**src/rtl/branch_metric_sched.sv**
```systemverilog
// Fano rate-1/2 branch-metric scheduler: issues both hypotheses to the shared hamming unit,
// converts the distances to signed metrics and returns them sorted. Option: BMS_ERRCNT_EN.
module branch_metric_sched #(
    parameter int unsigned M_BIAS = 1,
    parameter int unsigned M_PEN  = 5,
    parameter int unsigned MW     = 8
) (
    input  logic                 clk,
    input  logic                 reset_n,
    input  logic                 i_vld,
    output logic                 i_rdy,
    input  logic [1:0]           i_rx,
    input  logic [1:0]           i_c0,
    input  logic [1:0]           i_c1,
    input  logic [1:0]           i_mask,
    output logic                 hd_vld,
    output logic [1:0]           hd_mask,
    output logic [1:0]           hd_a,
    output logic [1:0]           hd_b,
    input  logic                 hd_o_vld,
    input  logic [1:0]           hd_metric,
`ifdef BMS_ERRCNT_EN
    output logic [15:0]          o_err_cnt,
`endif
    output logic                 o_vld,
    input  logic                 o_rdy,
    output logic                 o_best_bit,
    output logic signed [MW-1:0] o_m_best,
    output logic signed [MW-1:0] o_m_second,
    output logic [1:0]           o_d_best
);

    localparam logic [2:0] StIdle   = 3'd0;
    localparam logic [2:0] StIssue0 = 3'd1;
    localparam logic [2:0] StIssue1 = 3'd2;
    localparam logic [2:0] StWait   = 3'd3;
    localparam logic [2:0] StOut    = 3'd4;

    logic [2:0]    state_q, state_d;
    logic [1:0]    hd_a_q, hd_a_d, hd_b_q, hd_b_d, hd_mask_q, hd_mask_d;
    logic [1:0]    c1_q, c1_d;
    logic          cnt_q, cnt_d;
    logic [1:0]    d0_q, d0_d;
    logic          best_bit_q, best_bit_d;
    logic [MW-1:0] m_best_q, m_best_d, m_second_q, m_second_d;
    logic [1:0]    d_best_q, d_best_d;
    logic [1:0]    nb;
    logic [MW-1:0] m0, m1;

    // Wraps in MW bits by design; MW is sized to hold the full metric range.
    function automatic logic [MW-1:0] metric(input logic [1:0] n, input logic [1:0] d);
        return MW'(M_BIAS * 32'(n)) - MW'(M_PEN * 32'(d));
    endfunction

    // hd_mask_q keeps the request mask until the next accept.
    assign nb = 2'(hd_mask_q[0]) + 2'(hd_mask_q[1]);
    assign m0 = metric(nb, d0_q);
    assign m1 = metric(nb, hd_metric);

    always_comb begin
        state_d    = state_q;
        hd_a_d     = hd_a_q;
        hd_b_d     = hd_b_q;
        hd_mask_d  = hd_mask_q;
        c1_d       = c1_q;
        cnt_d      = cnt_q;
        d0_d       = d0_q;
        best_bit_d = best_bit_q;
        m_best_d   = m_best_q;
        m_second_d = m_second_q;
        d_best_d   = d_best_q;
        case (state_q)
            StIdle: begin
                if (i_vld) begin
                    state_d   = StIssue0;
                    hd_a_d    = i_rx;
                    hd_b_d    = i_c0;
                    hd_mask_d = i_mask;
                    c1_d      = i_c1;
                    cnt_d     = 1'b0;
                end
            end
            StIssue0: begin
                state_d = StIssue1;
                hd_b_d  = c1_q;
            end
            StIssue1: begin
                state_d = StWait;
                if (hd_o_vld) begin
                    d0_d  = hd_metric;
                    cnt_d = 1'b1;
                end
            end
            StWait: begin
                if (hd_o_vld) begin
                    if (!cnt_q) begin
                        d0_d  = hd_metric;
                        cnt_d = 1'b1;
                    end else begin
                        state_d = StOut;
                        cnt_d   = 1'b0;
                        // Strict compare: ties resolve to info bit 0.
                        if (hd_metric < d0_q) begin
                            best_bit_d = 1'b1;
                            m_best_d   = m1;
                            m_second_d = m0;
                            d_best_d   = hd_metric;
                        end else begin
                            best_bit_d = 1'b0;
                            m_best_d   = m0;
                            m_second_d = m1;
                            d_best_d   = d0_q;
                        end
                    end
                end
            end
            StOut: begin
                if (o_rdy) state_d = StIdle;
            end
            default: state_d = StIdle;
        endcase
    end

    always_ff @(posedge clk) begin
        if (!reset_n) begin
            state_q    <= StIdle;
            hd_a_q     <= '0;
            hd_b_q     <= '0;
            hd_mask_q  <= '0;
            c1_q       <= '0;
            cnt_q      <= 1'b0;
            d0_q       <= '0;
            best_bit_q <= 1'b0;
            m_best_q   <= '0;
            m_second_q <= '0;
            d_best_q   <= '0;
        end else begin
            state_q    <= state_d;
            hd_a_q     <= hd_a_d;
            hd_b_q     <= hd_b_d;
            hd_mask_q  <= hd_mask_d;
            c1_q       <= c1_d;
            cnt_q      <= cnt_d;
            d0_q       <= d0_d;
            best_bit_q <= best_bit_d;
            m_best_q   <= m_best_d;
            m_second_q <= m_second_d;
            d_best_q   <= d_best_d;
        end
    end

`ifdef BMS_ERRCNT_EN
    logic [15:0] err_cnt_q, err_cnt_d;
    logic [16:0] err_sum;

    assign err_sum = {1'b0, err_cnt_q} + 17'(d_best_q);

    always_comb begin
        err_cnt_d = err_cnt_q;
        if (state_q == StOut && o_rdy) begin
            err_cnt_d = err_sum[16] ? 16'hFFFF : err_sum[15:0];
        end
    end

    always_ff @(posedge clk) begin
        if (!reset_n) err_cnt_q <= '0;
        else          err_cnt_q <= err_cnt_d;
    end

    assign o_err_cnt = err_cnt_q;
`endif

    assign i_rdy      = (state_q == StIdle);
    assign hd_vld     = (state_q == StIssue0) || (state_q == StIssue1);
    assign hd_a       = hd_a_q;
    assign hd_b       = hd_b_q;
    assign hd_mask    = hd_mask_q;
    assign o_vld      = (state_q == StOut);
    assign o_best_bit = best_bit_q;
    assign o_m_best   = m_best_q;
    assign o_m_second = m_second_q;
    assign o_d_best   = d_best_q;

endmodule
```
**config.mk**
```make
export PLATFORM = sky130hd
export DESIGN_NAME = branch_metric_sched
export DESIGN_NICKNAME = d
export VERILOG_FILES = /design/src/rtl/branch_metric_sched.sv
export SDC_FILE = /design/constraint.sdc
export NUM_CORES = 1
export LEC_CHECK = 0
export ABC_AREA = 1
export BUFFER_PORTS_ARGS = -buffer_cell sky130_fd_sc_hd__clkbuf_2
export CAP_MARGIN = 20
export CORE_UTILIZATION = 25
export CTS_CLUSTER_DIAMETER = 200
export DETAILED_ROUTE_END_ITERATION = 7
export HOLD_SLACK_MARGIN = 0.08
export PLACE_DENSITY = 0.53
export SLEW_MARGIN = 20
export SYNTH_ARGS = -nofsm -noshare
export SYNTH_HDL_FRONTEND = slang
export SYNTH_SLANG_ARGS = --single-unit
```
**constraint.sdc**
```tcl
create_clock -name clk -period 2.9 [get_ports clk]
set_input_delay 0.58 -clock clk [delete_from_list [all_inputs] [get_ports clk]]
set_output_delay 0.58 -clock clk [all_outputs]
set_load 0.02 [all_outputs]
```
==> impl_metrics.tcl <==
set metrics [dict create \
    outcome "finished clean" \
    nets 292 \
    core_area_mm2 0.00639 \
    finClkSkew_ns 0.00573 \
    synth.most_common_cell "nand2_1" \
    synth_area_leaders "dfxtp_1 (33%), nand2_1 (12%), ha_1 (8.3%), inv_1 (6.1%), nor2_2 (4.9%)" \
    seq_area_frac_synth 0.326 \
    netlist_instances 227 \
    post_cts.repair.setup_buffers 0 \
    cp-startpoint "state_q[0]" \
    cts_resized 0 \
    grt.met3_usage 0.0168 \
    htree_levels 1 \
    via_count 1436 \
    synth-edff-count 0 \
    arrival_ns 1.36 \
    drt_wl_total_mm 3.62 \
    path_cells "nand3_1 > nand2_1 > clkbuf_2" \
    insertion_delay_ns 0.28 \
    peakVddDrop_uv 170 \
    start_util 0.260 \
    multi_input_area_um2 913 \
    slew-limit-headroom 0.711 \
    clockBufferDepth 2 \
    synth_fp_nets 255 \
    cts_num_sinks 27 \
    cts_hold_repair.buffers 0 \
    wl_per_cell_um 10.7 \
    hold_violations 0 \
    fin_tns_setup_ns 0 \
    fillCellCount 715 \
    startpoint_type "register" \
    p_leak_nw 0.977 \
    cp_slowest_stage_delay_ns 0.51 \
    yosys_warnings 0 \
    drive_above_1_share 0.308 \
    rsz0062_at_grt "false" \
    antenna_found_initial 0 \
    cts_tree "yes" \
    critPathTopFamily "flip-flops" \
    setup_viol 0 \
    slowest_stage "dfxtp_1" \
    area_delta_synth_final_pct 16.4 \
    tightest_slew_ns 0.434 \
    powerDensity_mw_per_mm2 569 \
    io_buffer_count 42 \
    clkTransAtPathRegs_ns 0.10 \
    critPathKind "register to output port" \
    clock.fmax_mhz 515 \
    gp_congestion 0.805 \
    grt_first_pass_wirelength_mm 6.14 \
    syn_area_mm2 0.00166 \
    synth_common_cells "nand2_1 (51), dfxtp_1 (27), inv_1 (27)" \
    fin_hold_ws_ns 0.459 \
    busiest_layer "met2" \
    drt_iter0_drc 37 \
    rr_startpoint "hd_mask[1]" \
    ys_seq_elements 27 \
    grt_max_degree 18 \
    synth_cell_types 25 \
    met2_usage 0.171 \
    die_w_um 83.5 \
    ant_nets 0 \
    min_from "c1_q[0]" \
    grt_overflow 0 \
    dpl_cell_area_mm2 0.00189 \
    antenna_cells 0 \
    drc_errors 0 \
    firstDrtPassIters 4 \
    min_period_ns 1.94 \
    cts_buffers 3 \
    required_ns 2.32 \
    dp_hpwl_mm 2.81 \
    vias_per_cell 4.22 \
    critPathBufInv 1 \
    syn_area_per_cell_um2 7.31 \
    ys_async_sr_fraction 0 \
    grtUsageMet1 0.152 \
    rows 29 \
    fin_area_mm2 0.00193 \
    synth_top_cell_area_share 0.326 \
    slew_viol_final 0 \
    hold_path.class "register to register" \
    seq_area_um2 541 \
    synth_top_area_cell "dfxtp_1" \
    r2r_slack_ns 1.13 \
    die_h_um 83.5 \
    drv_cap 0 \
    cts_root_buf "clkbuf_8" \
    cp-end-kind "output port" \
    synth_ff_type "dfxtp_1" \
    dieArea_mm2 0.00697 \
    grtUsageTotal 0.110 \
    io_pins 43 \
    path_max_fanout 8 \
    grt_pass1_vias 1313 \
    timing.final.crit_share 0.669 \
]
==> worst paths after layout <==
path	endpoint	cells after the start
max	hd_vld	3
min	c1_q[0]	2
max reg2reg	o_m_second[2]	10
min reg2reg	c1_q[0]	2
==> per-layer routing <==
layer  share of wire  vias up
li1                -      778
met1            0.51      639
met2            0.45       17
met3           0.028        2
met4           0.012        0
met5               0        -
==> cells in the final DEF (no fill, tap or decap) <==
master and n:
nand2_1 51, clkbuf_2 42, inv_1 27, dfxtp_1 27, nor2_1 19, nand3_1 14, nor2_2 13, o21ai_1 13
a21oi_1 12, ha_1 11, nor3_2 7, inv_2 5, nor3_1 3, nand2_2 3, a21oi_2 3, clkbuf_8 3
fa_1 2, nand2_4 1, nor2_8 1, nand3_2 1, nor2_4 1, inv_4 1, o211ai_1 1, nand4_1 1
clkbuf_1 1
==> worst register-to-register path, cell delays in order (launching register included) <==
cell     delay [ns]
dfxtp_1        0.34
ha_1           0.27
inv_1          0.06
ha_1           0.19
fa_1           0.39
inv_1          0.07
nand2_1        0.04
nand2_1        0.09
nand3_1        0.07
nand3_1        0.08
a21oi_1        0.06
==> cell families (layout without fill, tap and decap cells) <==
family | Yosys count | in the layout | share of synthesized area
buf+inv | 43 | 79 | 0.124
flops | 27 | 27 | 0.326
simple gates | 115 | 115 | 0.347
compound gates | 29 | 29 | 0.0957
fa+ha+maj | 13 | 13 | 0.107
==> state kept, by name (all words and copies together) (netlist names), 2 cells and up <==
signal and count:
o_m_best 5, o_m_second 5, state_q 3, hd_b 2
o_d_best 2, c1_q 2, hd_mask 2, hd_a 2
d0_q 2
==> final cells by class <==
cell class              instances  area share
well taps                      77      0.0499
multi-input cells             157       0.473
repair buffers                 42       0.109
clock buffers                   4      0.0233
inverters                      33      0.0654
flip-flops and latches         27       0.280
==> power by group <==
part	switching, mW	total [mW]	internal [mW]
combinational	0.279	0.416	0.138
sequential	0.0427	0.456	0.414
clock	0.127	0.226	0.0986
total	0.449	1.10	0.650
==> through the flow <==
step | power, mW | std cells | setup WS, ns | util
4_1_cts | 1.12 | 340 | 0.937 | 0.303
6_report | 1.10 | 340 | 0.960 | 0.303
3_3_place_gp | 0.886 | 336 | 1.08 | 0.295
3_5_place_dp | 0.888 | 336 | 1.05 | 0.295
2_1_floorplan | 0.796 | 227 | 1.17 | -
5_1_grt | 1.20 | 340 | 0.809 | 0.303
No activity file was read; power rests on OpenSTA's default activity.
